===== src/rtl/systolic_os_ctrl_if.sv =====
// Command, operand-fetch, array-control and result handshake bundle for systolic_os_ctrl.
// master = command/consumer side, slave = the controller itself.
interface systolic_os_ctrl_if #(
   parameter int K_W = 8
) ();
   logic           start;
   logic [K_W-1:0] k_len;
   logic           abort;
   logic           busy;
   logic           done;
   logic           rd_en;
   logic [K_W-1:0] rd_idx;
   logic           reg_clear;
   logic           pipeline_en;
   logic           cell_en;
   logic           cell_sc_en;
   logic           c_switch;
   logic           cscan_en;
   logic           out_valid;
   logic           out_ready;

   modport master (
      output start, k_len, abort, out_ready,
      input  busy, done, rd_en, rd_idx, reg_clear, pipeline_en, cell_en,
             cell_sc_en, c_switch, cscan_en, out_valid
   );

   modport slave (
      input  start, k_len, abort, out_ready,
      output busy, done, rd_en, rd_idx, reg_clear, pipeline_en, cell_en,
             cell_sc_en, c_switch, cscan_en, out_valid
   );
endinterface


===== src/rtl/systolic_os_ctrl.sv =====
// Clear/feed/drain/scan sequencer for an output-stationary systolic array.
// All outputs are registered alongside the state so they are glitch-free Moore outputs.
module systolic_os_ctrl #(
   parameter int X_AXIS = 3,
   parameter int Y_AXIS = 3,
   parameter int PE_LAT = 1,
   parameter int K_W    = 8
) (
   input logic               clk,
   input logic               rst_n,
   systolic_os_ctrl_if.slave bus
);
   // Drain covers the skew across the array plus the per-PE pipeline.
   localparam int D_CYC = X_AXIS + Y_AXIS - 2 + PE_LAT;
   localparam int D_W   = (D_CYC > 1) ? $clog2(D_CYC) : 1;
   localparam int CNT_W = (K_W > D_W) ? K_W : D_W;
   localparam logic [CNT_W-1:0] D_LAST = CNT_W'(D_CYC - 1);

   typedef enum logic [2:0] {IDLE, CLEAR, FEED, DRAIN, SCAN} state_t;

   state_t           state_reg;
   logic [CNT_W-1:0] cnt_reg;
   logic [K_W-1:0]   k_reg;
   logic [K_W-1:0]   rd_idx_reg;
   logic             busy_reg;
   logic             done_reg;
   logic             rd_en_reg;
   logic             reg_clear_reg;
   logic             pipeline_en_reg;
   logic             cell_en_reg;
   logic             cell_sc_en_reg;
   logic             cscan_en_reg;
   logic             out_valid_reg;
   logic [CNT_W-1:0] k_last;

   // k_reg is never 0 outside IDLE, so this never underflows where it is used.
   assign k_last = CNT_W'(k_reg) - CNT_W'(1);

   always_ff @(posedge clk or negedge rst_n) begin
      if (!rst_n) begin
         state_reg       <= IDLE;
         cnt_reg         <= '0;
         k_reg           <= '0;
         rd_idx_reg      <= '0;
         busy_reg        <= 1'b0;
         done_reg        <= 1'b0;
         rd_en_reg       <= 1'b0;
         reg_clear_reg   <= 1'b0;
         pipeline_en_reg <= 1'b0;
         cell_en_reg     <= 1'b0;
         cell_sc_en_reg  <= 1'b0;
         cscan_en_reg    <= 1'b0;
         out_valid_reg   <= 1'b0;
      end else if (bus.abort) begin
         state_reg       <= IDLE;
         cnt_reg         <= '0;
         rd_idx_reg      <= '0;
         busy_reg        <= 1'b0;
         done_reg        <= 1'b0;
         rd_en_reg       <= 1'b0;
         reg_clear_reg   <= 1'b0;
         pipeline_en_reg <= 1'b0;
         cell_en_reg     <= 1'b0;
         cell_sc_en_reg  <= 1'b0;
         cscan_en_reg    <= 1'b0;
         out_valid_reg   <= 1'b0;
      end else begin
         done_reg <= 1'b0;
         case (state_reg)
            IDLE: begin
               if (bus.start && (bus.k_len != '0)) begin
                  k_reg         <= bus.k_len;
                  state_reg     <= CLEAR;
                  busy_reg      <= 1'b1;
                  reg_clear_reg <= 1'b1;
               end
            end
            CLEAR: begin
               state_reg       <= FEED;
               cnt_reg         <= '0;
               rd_idx_reg      <= '0;
               reg_clear_reg   <= 1'b0;
               rd_en_reg       <= 1'b1;
               pipeline_en_reg <= 1'b1;
               cell_en_reg     <= 1'b1;
               cell_sc_en_reg  <= 1'b1;
            end
            FEED: begin
               if (cnt_reg == k_last) begin
                  state_reg      <= DRAIN;
                  cnt_reg        <= '0;
                  rd_en_reg      <= 1'b0;
                  cell_sc_en_reg <= 1'b0;
               end else begin
                  cnt_reg    <= cnt_reg + CNT_W'(1);
                  rd_idx_reg <= rd_idx_reg + K_W'(1);
               end
            end
            DRAIN: begin
               if (cnt_reg == D_LAST) begin
                  state_reg       <= SCAN;
                  cnt_reg         <= '0;
                  pipeline_en_reg <= 1'b0;
                  cell_en_reg     <= 1'b0;
                  cscan_en_reg    <= 1'b1;
                  out_valid_reg   <= 1'b1;
               end else begin
                  cnt_reg <= cnt_reg + CNT_W'(1);
               end
            end
            SCAN: begin
               if (bus.out_ready) begin
                  state_reg     <= IDLE;
                  busy_reg      <= 1'b0;
                  cscan_en_reg  <= 1'b0;
                  out_valid_reg <= 1'b0;
                  rd_idx_reg    <= '0;
                  done_reg      <= 1'b1;
               end
            end
            default: state_reg <= IDLE;
         endcase
      end
   end

   assign bus.busy        = busy_reg;
   assign bus.done        = done_reg;
   assign bus.rd_en       = rd_en_reg;
   assign bus.rd_idx      = rd_idx_reg;
   assign bus.reg_clear   = reg_clear_reg;
   assign bus.pipeline_en = pipeline_en_reg;
   assign bus.cell_en     = cell_en_reg;
   assign bus.cell_sc_en  = cell_sc_en_reg;
   assign bus.c_switch    = 1'b0;
   assign bus.cscan_en    = cscan_en_reg;
   assign bus.out_valid   = out_valid_reg;
endmodule


===== src/flat_wrapper.sv =====
// flat-port wrapper written by rule: the top's interface ports become plain ports
module systolic_os_ctrl_flat 
#(
   parameter int X_AXIS = 3,
   parameter int Y_AXIS = 3,
   parameter int PE_LAT = 1,
   parameter int K_W    = 8
)
  (clk, rst_n, bus_start, bus_k_len, bus_abort, bus_out_ready, bus_busy, bus_done, bus_rd_en, bus_rd_idx, bus_reg_clear, bus_pipeline_en, bus_cell_en, bus_cell_sc_en, bus_c_switch, bus_cscan_en, bus_out_valid);
  systolic_os_ctrl_if #(.K_W(K_W)) bus_i ();
  input logic clk;
  input logic rst_n;
  input wire logic [$bits(bus_i.start)-1:0] bus_start;
  input wire logic [$bits(bus_i.k_len)-1:0] bus_k_len;
  input wire logic [$bits(bus_i.abort)-1:0] bus_abort;
  input wire logic [$bits(bus_i.out_ready)-1:0] bus_out_ready;
  output wire logic [$bits(bus_i.busy)-1:0] bus_busy;
  output wire logic [$bits(bus_i.done)-1:0] bus_done;
  output wire logic [$bits(bus_i.rd_en)-1:0] bus_rd_en;
  output wire logic [$bits(bus_i.rd_idx)-1:0] bus_rd_idx;
  output wire logic [$bits(bus_i.reg_clear)-1:0] bus_reg_clear;
  output wire logic [$bits(bus_i.pipeline_en)-1:0] bus_pipeline_en;
  output wire logic [$bits(bus_i.cell_en)-1:0] bus_cell_en;
  output wire logic [$bits(bus_i.cell_sc_en)-1:0] bus_cell_sc_en;
  output wire logic [$bits(bus_i.c_switch)-1:0] bus_c_switch;
  output wire logic [$bits(bus_i.cscan_en)-1:0] bus_cscan_en;
  output wire logic [$bits(bus_i.out_valid)-1:0] bus_out_valid;
  assign bus_i.start = bus_start;
  assign bus_i.k_len = bus_k_len;
  assign bus_i.abort = bus_abort;
  assign bus_i.out_ready = bus_out_ready;
  assign bus_busy = bus_i.busy;
  assign bus_done = bus_i.done;
  assign bus_rd_en = bus_i.rd_en;
  assign bus_rd_idx = bus_i.rd_idx;
  assign bus_reg_clear = bus_i.reg_clear;
  assign bus_pipeline_en = bus_i.pipeline_en;
  assign bus_cell_en = bus_i.cell_en;
  assign bus_cell_sc_en = bus_i.cell_sc_en;
  assign bus_c_switch = bus_i.c_switch;
  assign bus_cscan_en = bus_i.cscan_en;
  assign bus_out_valid = bus_i.out_valid;
  systolic_os_ctrl #(.X_AXIS(X_AXIS), .Y_AXIS(Y_AXIS), .PE_LAT(PE_LAT), .K_W(K_W)) u_core (.clk(clk), .rst_n(rst_n), .bus(bus_i));
endmodule

===== config.mk =====
export PLATFORM = sky130hd
export DESIGN_NAME = systolic_os_ctrl_flat
export DESIGN_NICKNAME = d
export VERILOG_FILES = /design/src/rtl/systolic_os_ctrl_if.sv /design/src/rtl/systolic_os_ctrl.sv /design/src/flat_wrapper.sv
export SDC_FILE = /design/constraint.sdc
export NUM_CORES = 1
export LEC_CHECK = 0
export CORE_ASPECT_RATIO = 1.5
export CORE_MARGIN = 5
export CORE_UTILIZATION = 41
export DETAILED_ROUTE_END_ITERATION = 16
export GPL_ROUTABILITY_DRIVEN = 0
export PLACE_DENSITY = 0.66
export REMOVE_ABC_BUFFERS = 1
export SYNTH_ARGS = -nofsm -noshare
export SYNTH_HDL_FRONTEND = slang
export SYNTH_SLANG_ARGS = --single-unit

===== constraint.sdc =====
create_clock -name clk -period 2.9 [get_ports clk]
set_input_delay 0.58 -clock clk [delete_from_list [all_inputs] [get_ports clk]]
set_output_delay 0.58 -clock clk [all_outputs]
set_load 0.05 [all_outputs]

==> flow_summary.toml <==
[cts]
ctsResizeCount = 0
root_buffer = "clkbuf_8"
cts_inserted_buffers = 5
tritoncts = "done"
cts_buffer_depth = 2
path_clk_slew_ns = 0.07
h-tree-depth = 2
cts.sinks = 33
holdBufCountCts = 0
clk_latency_ns = 0.29
cts_setup_buffers = 0

[grt]
gr-total-overflow = 0
grt_pass1_wl_microns = 7527
grt_pass1_vias = 1641
grt_max_degree = 34
grt.total_usage = 0.1547
antenna_found_initial = 0

[detailed_routing]
dr.pass1.iters = 4
met1_length_microns = 1745
dr_wl_met3_microns = 160
drcViolationCount = 0
dr_total_vias = 1681
wire_per_inst_microns = 14.24
ant_nets = 0
via_per_inst = 5.405
dr.max_layer_used = "met4"
drt_iter0_markers = 61
dr_wl_met2_microns = 2403
routed_wl_microns = 4428

[timing]
finalSetupViolCount = 0
timing.final.crit_share = 0.8763
final_max_slew_viol_count = 0
finalCriticalPeriod_ns = 2.541
timing.final.ws_setup_ns = 0.3587
worst_pin_slew_ns = 0.5759
fin_skew_ns = 0.005914
rsz0062_at_grt = "false"
hold_viol = 0
fmax_mhz = 393.5
slew_headroom = 0.6161
setup-tns-final_ns = 0

[floorplan]
rows = 31
die_h_microns = 95.64
initial_core_util = 0.4201
core_area_sq_mm = 0.004771
die_area_sq_mm = 0.006416
num_io_pins = 31
die_x_microns = 67.09

[logic_synthesis]
synthCells = 217
synth-seq-cells = 33
synth_edf_count = 0
ys_seq_area_frac = 0.4120
syn-cell-area_sq_mm = 0.002004
synth_cell_types = 49
synth_ff_type = "dfrtp_1"
synthArstFlopShare = 1.000
avgSynthCellArea_sq_um = 9.237
synth_warnings = 0

[placed_design]
postPlaceCellArea_sq_mm = 0.002338
placed_cells = 304
hpwl_microns = 3273
port_buffers = 29
place_ws_ns = 0.1856

[worst_setup_path]
cp_cell_sequence = "inv_1 -> ha_1 -> nor3b_1 -> and3_1 -> o2111ai_1 -> a21oi_4 -> o211ai_2 -> a31oi_1 -> mux2i_1"
crit_path_start_kind = "flip-flop"
crit_fanout = 12
cp.required_ns = 3.07
crit_type = "reg -> reg"
critPathCaptureType = "flip-flop"
critPathMaxStageDelay_ns = 0.43
crit_arrival_ns = 2.71
cp_slowest_cell = "dfrtp_1"

[finish]
syn_to_final_growth_pct = 20.97
antennaDiodeCount = 0
final_util = 0.5083
layoutNonFillerInstCount = 311
final_area_sq_mm = 0.002425
nets = 262
drive_gt1_frac = 0.1102

[flow_run]
cap_violations = 0

[status]
status = "finished, final reports clean"

[power_and_ir_drop]
p_leak_uw = 0.0009844
p_per_area_mw_per_mm2 = 494.3
vdd_drop_max_v = 0.0003079

[worst_hold_path]
min_path_type = "reg -> reg"
layout by cell type (no fill, tap or decap), types with 3 or more instances in the layout:
cell type        count
a211oi_1             5
a21oi_1              8
a31oi_1              7
and2_1               3
and3_1               5
buf_4                4
clkbuf_8             6
clkdlybuf4s50_1     29
dfrtp_1             33
ha_1                 4
inv_1                9
mux2_2               8
mux2i_1              5
nand2_1             15
nand2b_1             3
nand3_1             19
nor2_1              26
nor3_1               5
o21ai_0              6
xnor2_1              6
xor2_1               5
kinds of logic after synthesis:
logic type | Yosys count | share of synthesized area
DFF | 33 | 0.4120
adders and majority gates | 4 | 0.02497
xor gates and xnor gates | 11 | 0.04806
AOI/OAI and AO/OA | 41 | 0.1448
and+or+nand+nor | 93 | 0.2472
buffers and inverters | 21 | 0.05118
other | 1 | 0.001871
muxes | 13 | 0.06992
critical path, delay by kind of cell (launching register included):
family          cells  cell delay (ns)
compound gates      4             1.08
simple gates        2             0.55
flops               1             0.43
fa+ha+maj           1             0.19
mux                 1             0.10
buf+inv             1             0.08
synth_stat cells, types with 2 or more instances:
| master | n | area [sq um] |
|---|---|---|
| a211oi_1 | 5 | 37.54 |
| a21oi_1 | 8 | 40.04 |
| a311oi_1 | 2 | 17.52 |
| a31oi_1 | 7 | 43.79 |
| and2_1 | 3 | 18.77 |
| and3_1 | 5 | 31.28 |
| buf_4 | 4 | 30.03 |
| clkbuf_1 | 6 | 22.52 |
| dfrtp_1 | 33 | 825.8 |
| ha_1 | 4 | 50.05 |
| inv_1 | 9 | 33.78 |
| mux2_2 | 8 | 90.09 |
| mux2i_1 | 5 | 50.05 |
| nand2_1 | 15 | 56.30 |
| nand2b_1 | 3 | 18.77 |
| nand3_1 | 19 | 95.09 |
| nand3b_1 | 2 | 15.01 |
| nand4_1 | 2 | 12.51 |
| nor2_1 | 26 | 97.59 |
| nor2b_1 | 2 | 12.51 |
| nor3_1 | 5 | 25.02 |
| o21ai_0 | 6 | 30.03 |
| o22ai_1 | 2 | 12.51 |
| or4_1 | 2 | 15.01 |
| xnor2_1 | 6 | 52.55 |
| xor2_1 | 5 | 43.79 |
layer usage:
metal,vias up,track usage
met5,-,0
met3,11,0.03774
met4,0,0.07614
li1,828,-
met1,811,0.1662
met2,31,0.2756
where the power goes:
part / leakage [uW] / switching [uW] / internal [uW]
combinational: 0.000503 / 166 / 125
sequential: 0.000437 / 54.6 / 497
clock: 0.0000443 / 168 / 188
total: 0.000984 / 389 / 810
layout make-up:
class | count | area (sq um)
tap | 66 | 82.58
timing repair buffer | 33 | 320.3
fill | 448 | 2346
multi-input combinational | 163 | 1076
clock buffer | 7 | 86.33
inverter | 9 | 33.78
sequential | 33 | 825.8
metrics by stage:
step           total power (uW)  hold WS (ns)
5_1_grt                    1264        0.5754
3_5_place_dp              852.1        0.5468
2_1_floorplan             750.8        0.2844
6_report                   1199        0.5631
3_3_place_gp              842.9        0.5224
4_1_cts                    1211        0.5609
path summary, 6_finish.rpt:
path | start | endpoint | slack (ns) | depth (start not counted)
min in group asynchronous | rst_n | u_core.cnt_reg[2] | 0.69 | 2
setup reg to reg | u_core.k_reg[0] | u_core.cnt_reg[5] | 0.36 | 9
hold reg to reg | u_core.bus.cell_en | u_core.bus.cell_en | 0.56 | 2
setup / recovery | u_core.k_reg[0] | u_core.cnt_reg[5] | 0.36 | 9
max in group asynchronous | rst_n | u_core.k_reg[7] | 1.89 | 2
hold / removal | u_core.bus.cell_en | u_core.bus.cell_en | 0.56 | 2
Note: power is estimated with default switching activity, not from simulation.
